$ cat src/rtl/spike_rate_decoder.sv
// -----------------------------------------------------------------------------
// spike_rate_decoder
//
// Counts spikes on each output-neuron line over a fixed window of WINDOW
// clock cycles, then presents the per-channel counts and a winner-take-all
// decision (highest count, lowest index on ties) on a valid/ready port.
//
// Ports
//   clk          rising-edge clock
//   rst_n        asynchronous active-low reset
//   start        one-cycle request to open a window; honoured only in IDLE
//   spike_in     N_CH spike lines, bit k = neuron k, sampled every edge
//   busy         high while COUNT or HOLD
//   out_valid    result available (HOLD)
//   out_ready    consumer accepts result
//   out_counts   per-channel counts, channel k at [k*CNT_W +: CNT_W]
//   out_winner   index of the channel with the highest count
//   out_tie      maximum count shared by at least two channels
//   dbg_state_o  current FSM state (0 IDLE, 1 COUNT, 2 HOLD)
//
// Handshake: the result transfers on any rising edge where out_valid and
// out_ready are both high; out_valid, once raised, stays high and the result
// stays stable until that edge, and out_valid never depends on out_ready.
// -----------------------------------------------------------------------------
module spike_rate_decoder #(
  parameter int N_CH   = 2,
  parameter int WINDOW = 40,
  parameter int CNT_W  = 6,
  parameter int IDX_W  = $clog2(N_CH)
) (
  input  logic                    clk,
  input  logic                    rst_n,
  input  logic                    start,
  input  logic [N_CH-1:0]         spike_in,
  output logic                    busy,
  output logic                    out_valid,
  input  logic                    out_ready,
  output logic [N_CH*CNT_W-1:0]   out_counts,
  output logic [IDX_W-1:0]        out_winner,
  output logic                    out_tie,
  output logic [1:0]              dbg_state_o
);

  localparam int WIN_W = $clog2(WINDOW + 1);
  localparam logic [CNT_W-1:0] CNT_MAX  = {CNT_W{1'b1}};
  localparam logic [WIN_W-1:0] WIN_LAST = WIN_W'(WINDOW - 1);

  typedef enum logic [1:0] {
    S_IDLE  = 2'd0,
    S_COUNT = 2'd1,
    S_HOLD  = 2'd2
  } state_e;

  state_e                  state_q, state_d;
  logic [WIN_W-1:0]        win_q, win_d;
  logic [CNT_W-1:0]        cnt_q [N_CH];
  logic [CNT_W-1:0]        cnt_d [N_CH];
  logic [N_CH*CNT_W-1:0]   out_counts_q, out_counts_d;
  logic [IDX_W-1:0]        out_winner_q, out_winner_d;
  logic                    out_tie_q, out_tie_d;

  // Saturating increment of every channel, and the winner of those values.
  // The result captured on the last window edge includes that edge's spikes.
  logic [CNT_W-1:0]        cnt_inc [N_CH];
  logic [CNT_W-1:0]        max_c;
  logic [IDX_W-1:0]        max_idx;
  logic                    max_tie;

  always_comb begin
    for (int k = 0; k < N_CH; k++) begin
      cnt_inc[k] = (cnt_q[k] == CNT_MAX) ? cnt_q[k]
                                         : cnt_q[k] + CNT_W'(spike_in[k]);
    end
    max_c   = cnt_inc[0];
    max_idx = '0;
    max_tie = 1'b0;
    // Strict '>' keeps the lowest index on equal counts; a new strict
    // maximum clears any tie seen against the previous maximum.
    for (int k = 1; k < N_CH; k++) begin
      if (cnt_inc[k] > max_c) begin
        max_c   = cnt_inc[k];
        max_idx = IDX_W'(k);
        max_tie = 1'b0;
      end else if (cnt_inc[k] == max_c) begin
        max_tie = 1'b1;
      end
    end
  end

  always_comb begin
    state_d      = state_q;
    win_d        = win_q;
    cnt_d        = cnt_q;
    out_counts_d = out_counts_q;
    out_winner_d = out_winner_q;
    out_tie_d    = out_tie_q;
    case (state_q)
      S_IDLE: begin
        if (start) begin
          state_d = S_COUNT;
          win_d   = '0;
          for (int k = 0; k < N_CH; k++) cnt_d[k] = '0;
        end
      end
      S_COUNT: begin
        cnt_d = cnt_inc;
        win_d = win_q + WIN_W'(1);
        if (win_q == WIN_LAST) begin
          state_d = S_HOLD;
          for (int k = 0; k < N_CH; k++) out_counts_d[k*CNT_W +: CNT_W] = cnt_inc[k];
          out_winner_d = max_idx;
          out_tie_d    = max_tie;
        end
      end
      S_HOLD: begin
        if (out_ready) state_d = S_IDLE;
      end
      default: state_d = S_IDLE;
    endcase
  end

  always_ff @(posedge clk or negedge rst_n) begin
    if (!rst_n) begin
      state_q      <= S_IDLE;
      win_q        <= '0;
      for (int k = 0; k < N_CH; k++) cnt_q[k] <= '0;
      out_counts_q <= '0;
      out_winner_q <= '0;
      out_tie_q    <= 1'b0;
    end else begin
      state_q      <= state_d;
      win_q        <= win_d;
      cnt_q        <= cnt_d;
      out_counts_q <= out_counts_d;
      out_winner_q <= out_winner_d;
      out_tie_q    <= out_tie_d;
    end
  end

  // Status flags are pure decodes of the state register, so no input has a
  // combinational path to any output.
  assign busy        = (state_q != S_IDLE);
  assign out_valid   = (state_q == S_HOLD);
  assign out_counts  = out_counts_q;
  assign out_winner  = out_winner_q;
  assign out_tie     = out_tie_q;
  assign dbg_state_o = state_q;

endmodule

$ cat config.mk
export PLATFORM = sky130hd
export DESIGN_NAME = spike_rate_decoder
export DESIGN_NICKNAME = d
export VERILOG_FILES = /design/src/rtl/spike_rate_decoder.sv
export SDC_FILE = /design/constraint.sdc
export NUM_CORES = 1
export LEC_CHECK = 0
export CAP_MARGIN = 20
export CORE_ASPECT_RATIO = 0.75
export CORE_MARGIN = 1
export CORE_UTILIZATION = 57
export DETAILED_ROUTE_END_ITERATION = 8
export GPL_ROUTABILITY_DRIVEN = 0
export HOLD_SLACK_MARGIN = 0.1
export PLACE_DENSITY = 0.82
export SLEW_MARGIN = 25
export SYNTH_ARGS = -nofsm -noshare
export SYNTH_HDL_FRONTEND = slang
export SYNTH_SLANG_ARGS = --single-unit
$ cat constraint.sdc
create_clock -name clk -period 3.63 [get_ports clk]
set_input_delay 0.9075 -clock clk [delete_from_list [all_inputs] [get_ports clk]]
set_output_delay 0.9075 -clock clk [all_outputs]
set_load 0.005 [all_outputs]
-- Yosys cells after proc, flatten, opt, wreduce, memory -nomap -nowiden
Index checks and enable logic that the tools add are counted.
- bits of input ports: 6
- flip-flop bits (word level): 34
- ROM bits: 0
- memory bits (writable): 0
- memories kept: 0
- latch bits: 0
- output and inout port bits: 18
- add/subtract/negate cells: 3
- muxes and demuxes: 13
- $lt $le $gt $ge: 1
- eq/ne operators: 9
- reduce and logical (&&, ||, !) cells: 6
- multiply operators: 0
- div/mod/pow operators: 0
- shift operators: 0
- bitwise operators: 0
- operator list (operator ; count):
    $pmux 12 s2 ; 1
    $eq 6x6->1 const B ; 3
    $mux 6 ; 3
    $add 6x1->6 ; 2
    $mux 12 ; 1
    $pmux 6 s2 ; 1
    $add 6x1->6 const B ; 1
    $eq 6x6->1 ; 1
    $gt 6x6->1 ; 1
    $mux 2 ; 3
    $pmux 2 s3 ; 1
    $ne 2x2->1 const B ; 2
    $reduce_and 2->1 ; 2
    $reduce_bool 2->1 ; 2
    $mux 1 ; 3
    $reduce_and 3->1 ; 1
    $eq 2x1->1 const B ; 1
    $eq 2x2->1 const B ; 1
    $logic_not 2->1 ; 1
    $ne 2x1->1 const B ; 1

-- Depth between registers and ports, before layout
- depth in word-level cells: 5
- gate-level depth with buffers: 11
- depth with buffers taken out: 11

-- Least setup slack after synthesis
OpenSTA, ideal clock, no wires.
- path type: in2reg
- start: input port spike_in[1]
- end: register out_winner_q (netlist: out_winner)
- cell stages on the path: 11
- data arrival time: 2652 ps
- library setup time: 77 ps
- buffers on the path: 0
- path slack: 901 ps
- cell sequence: ha_1 > ha_1 > nand3_1 > xor2_1 > nand2_1 > ha_1 > and3_1 > and3_1 > a31oi_1 > o21ai_0 > o21ai_1
- RTL lines (what ; RTL line ; text):
    from (decl) ; 34 ; input logic [N_CH-1:0] spike_in,
    to (signal assigned) ; 135 ; out_winner_q <= out_winner_d;
    to (decl) ; 59 ; logic [IDX_W-1:0] out_winner_q, out_winner_d;

==> results.md <==
* CP Capture Type: register
* Critical Path Fanout Max at 3
* Vias in the first global route at 1390
* WS Path Type: input port to register
* CTS buffer count at 5
* Total Power at 1.63 mW
* Post-Syn Nets at 190
* Number of enable flip-flop cells after synthesis at 0
* Final Max Slew Viols at 0
* Overflow left after global routing at 0
* Largest net degree at the start of global routing at 35
* Worst reg-to-reg path cell count at 11
* Footprint of the multi-input gates at 790 µm²
* Setup TNS at 0 ps
* H-tree depth at 2
* F_max at 321 MHz
* Die Y at 49.0 µm
* Mapped Area at 0.00168 mm²
* CTS sink count at 34
* Final hold vios at 0
* Lkg Pwr at 0.938 nW
* CTS tree: done
* Synth async-reset ratio at 1.00
* RSZ-0062 raised after global routing: no
* Boundary pin count at 24
* PortBufs at 23
* Post-cts resize count at 0
* Core area at 0.00270 mm²
* Fillers at 198
* Hold Startpoint: out_counts[3]$_DFFE_PN0P_
* Residual DRC at 0
* Die W at 64.6 µm
* Tcrit/Tclk final at 0.859
* Leading cell type in the layout, fill and taps excluded: dfrtp_1
* Hold Crit Class: register to register
* Nets@finish at 217
* Register bit count reported by yosys at 34
* Power per Cell Area at 795 mW/mm²
* Reg clk slew, reported paths at 60 ps
* Die area at 0.00316 mm²
* Hold_buf cts at 0
* Minimum clock period at 3120 ps
* Routed WL at 3.61 mm
* Initial DRC Count at 107
* Post-Syn Instances at 174
* Outcome: finished clean
* Initial DRT Pass Iterations at 4
* Hold path endpoint: out_counts[3]$_DFFE_PN0P_
* Initial Utilization at 0.620
* Final setup violation count at 0
* Crit path required time at 3840 ps
* Share of cells above drive strength 1 at 0.0644
* Worst path arrival time at 3330 ps
* Vias per cell at 5.96
* Max clock buf depth at 2
* Final WS setup at 511 ps
* Slew margin rel. at 0.596
* Reg-to-Reg Start: cnt_q[0]$_DFFE_PN0P_
* Commonest non-fill, non-tap cells in the layout: dfrtp_1 (34), nand2_1 (30), o21ai_0 (28)
* Vias at 1418
* Distinct cells, synth at 28
* Initial antenna violation count at 0
* Clock latency on the worst-skew pair at 290 ps
* First-pass GRT wire length at 6.35 mm
* CTS root buf: clkbuf_8
* Routed wire per std cell at 15.2 µm
* Post-CTS setup repair buffer count at 0
* Main synth FF type: dfrtp_1
* RR Endpoint: out_winner$_DFFE_PN0P_
* Min Hold Slack at 481 ps
* Pre-CTS setup slack at 238 ps
* Flop2flop setup slack at 1130 ps
* YS warnings at 0
* Layout area overhead at 22.5%
* Clock Skew at 9.88 ps
* Sequential area share after synthesis at 0.508
* Num rows at 16
* Setup crit start kind: input port
* VDD IR-drop max at 0.503 mV
* # diodes at 0
* Post-DRT Antenna Nets at 0
* MaxCap Viol Count at 0
* Mapped Avg Cell Area at 9.63 µm²
* Worst hold stages at 2
* Least-Margin Pin Slew at 604 ps
* Sequential cell area at 851 µm²
* Tot GR Track Use at 0.277
* HPWL after detailed placement at 2.58 mm
## layer usage
| metal | track usage | share of wire | vias up |
|---|---|---|---|
| met4 | 0.152 | 0.021 | 0 |
| li1 | - | - | 662 |
| met5 | 0 | 0 | - |
| met2 | 0.409 | 0.45 | 52 |
| met3 | 0.0584 | 0.063 | 10 |
| met1 | 0.382 | 0.47 | 694 |
## sequential cells by signal (all words and copies together) (netlist names)
signal	flops
cnt_q	12
dbg_state_o	2
out_counts	12
out_tie	1
out_winner	1
win_q	6
## cell families (layout without fill, tap and decap cells)
family,count (synthesis),after routing,synth area share
fa+ha+maj,10,10,0.0747
compound gates,41,41,0.136
buf+inv,9,37,0.0209
xor+xnor,7,7,0.0366
flops,34,34,0.508
mux,3,3,0.0261
simple gates,70,70,0.198
## through the flow
stage / cells / util / area [µm²]
2_1_floorplan: 174 / - / 1680
3_3_place_gp: 230 / 0.720 / 1950
3_5_place_dp: 230 / 0.720 / 1950
4_1_cts: 238 / 0.759 / 2050
5_1_grt: 238 / 0.759 / 2050
6_report: 238 / 0.759 / 2050
## worst max-delay path, cell delays in order
cell and delay [ps]:
clkdlybuf4s50_1 420, ha_1 240, ha_1 220, nand3_1 100, xor2_1 200, nand2_1 110, ha_1 320, and3_1 170
and3_1 200, a31oi_1 190, o21ai_0 110, o21ai_1 150
## cell type report
class                      count  area share
inverter                       4     0.00732
clock inverter                 1      0.0146
timing repair buffer          25       0.120
tap                           36      0.0220
clock buffer                   7      0.0372
multi-input combinational    131       0.385
sequential                    34       0.415
## Yosys cell counts, drive strengths merged, types with 5 or more instances
cell    number  area share
nand3        9       0.027
clkbuf       5       0.012
and3         5       0.019
ha          10       0.075
o21ai       30       0.090
dfrtp       34        0.51
nand2       31       0.071
nor2        13       0.029
## worst max path at each step
stage / from / to / slack [ps] / cells past startpoint
after global routing: spike_in[1] / out_winner$_DFFE_PN0P_ / 370 / 12
after detailed placement: spike_in[1] / out_winner$_DFFE_PN0P_ / 240 / 12
after CTS: spike_in[1] / out_winner$_DFFE_PN0P_ / 540 / 12
after global placement: spike_in[1] / out_winner$_DFFE_PN0P_ / 360 / 12
final: spike_in[1] / out_winner$_DFFE_PN0P_ / 510 / 12
after floorplan: spike_in[1] / out_winner$_DFFE_PN0P_ / 900 / 11
## power by group
| group | switching, mW | internal [mW] | leakage [nW] |
|---|---|---|---|
| Sequential | 0.130 | 0.516 | 0.387 |
| Clock | 0.133 | 0.205 | 0.0524 |
| Combinational | 0.328 | 0.320 | 0.499 |
| Total | 0.591 | 1.04 | 0.938 |
No activity file was read; power rests on OpenSTA's default activity.
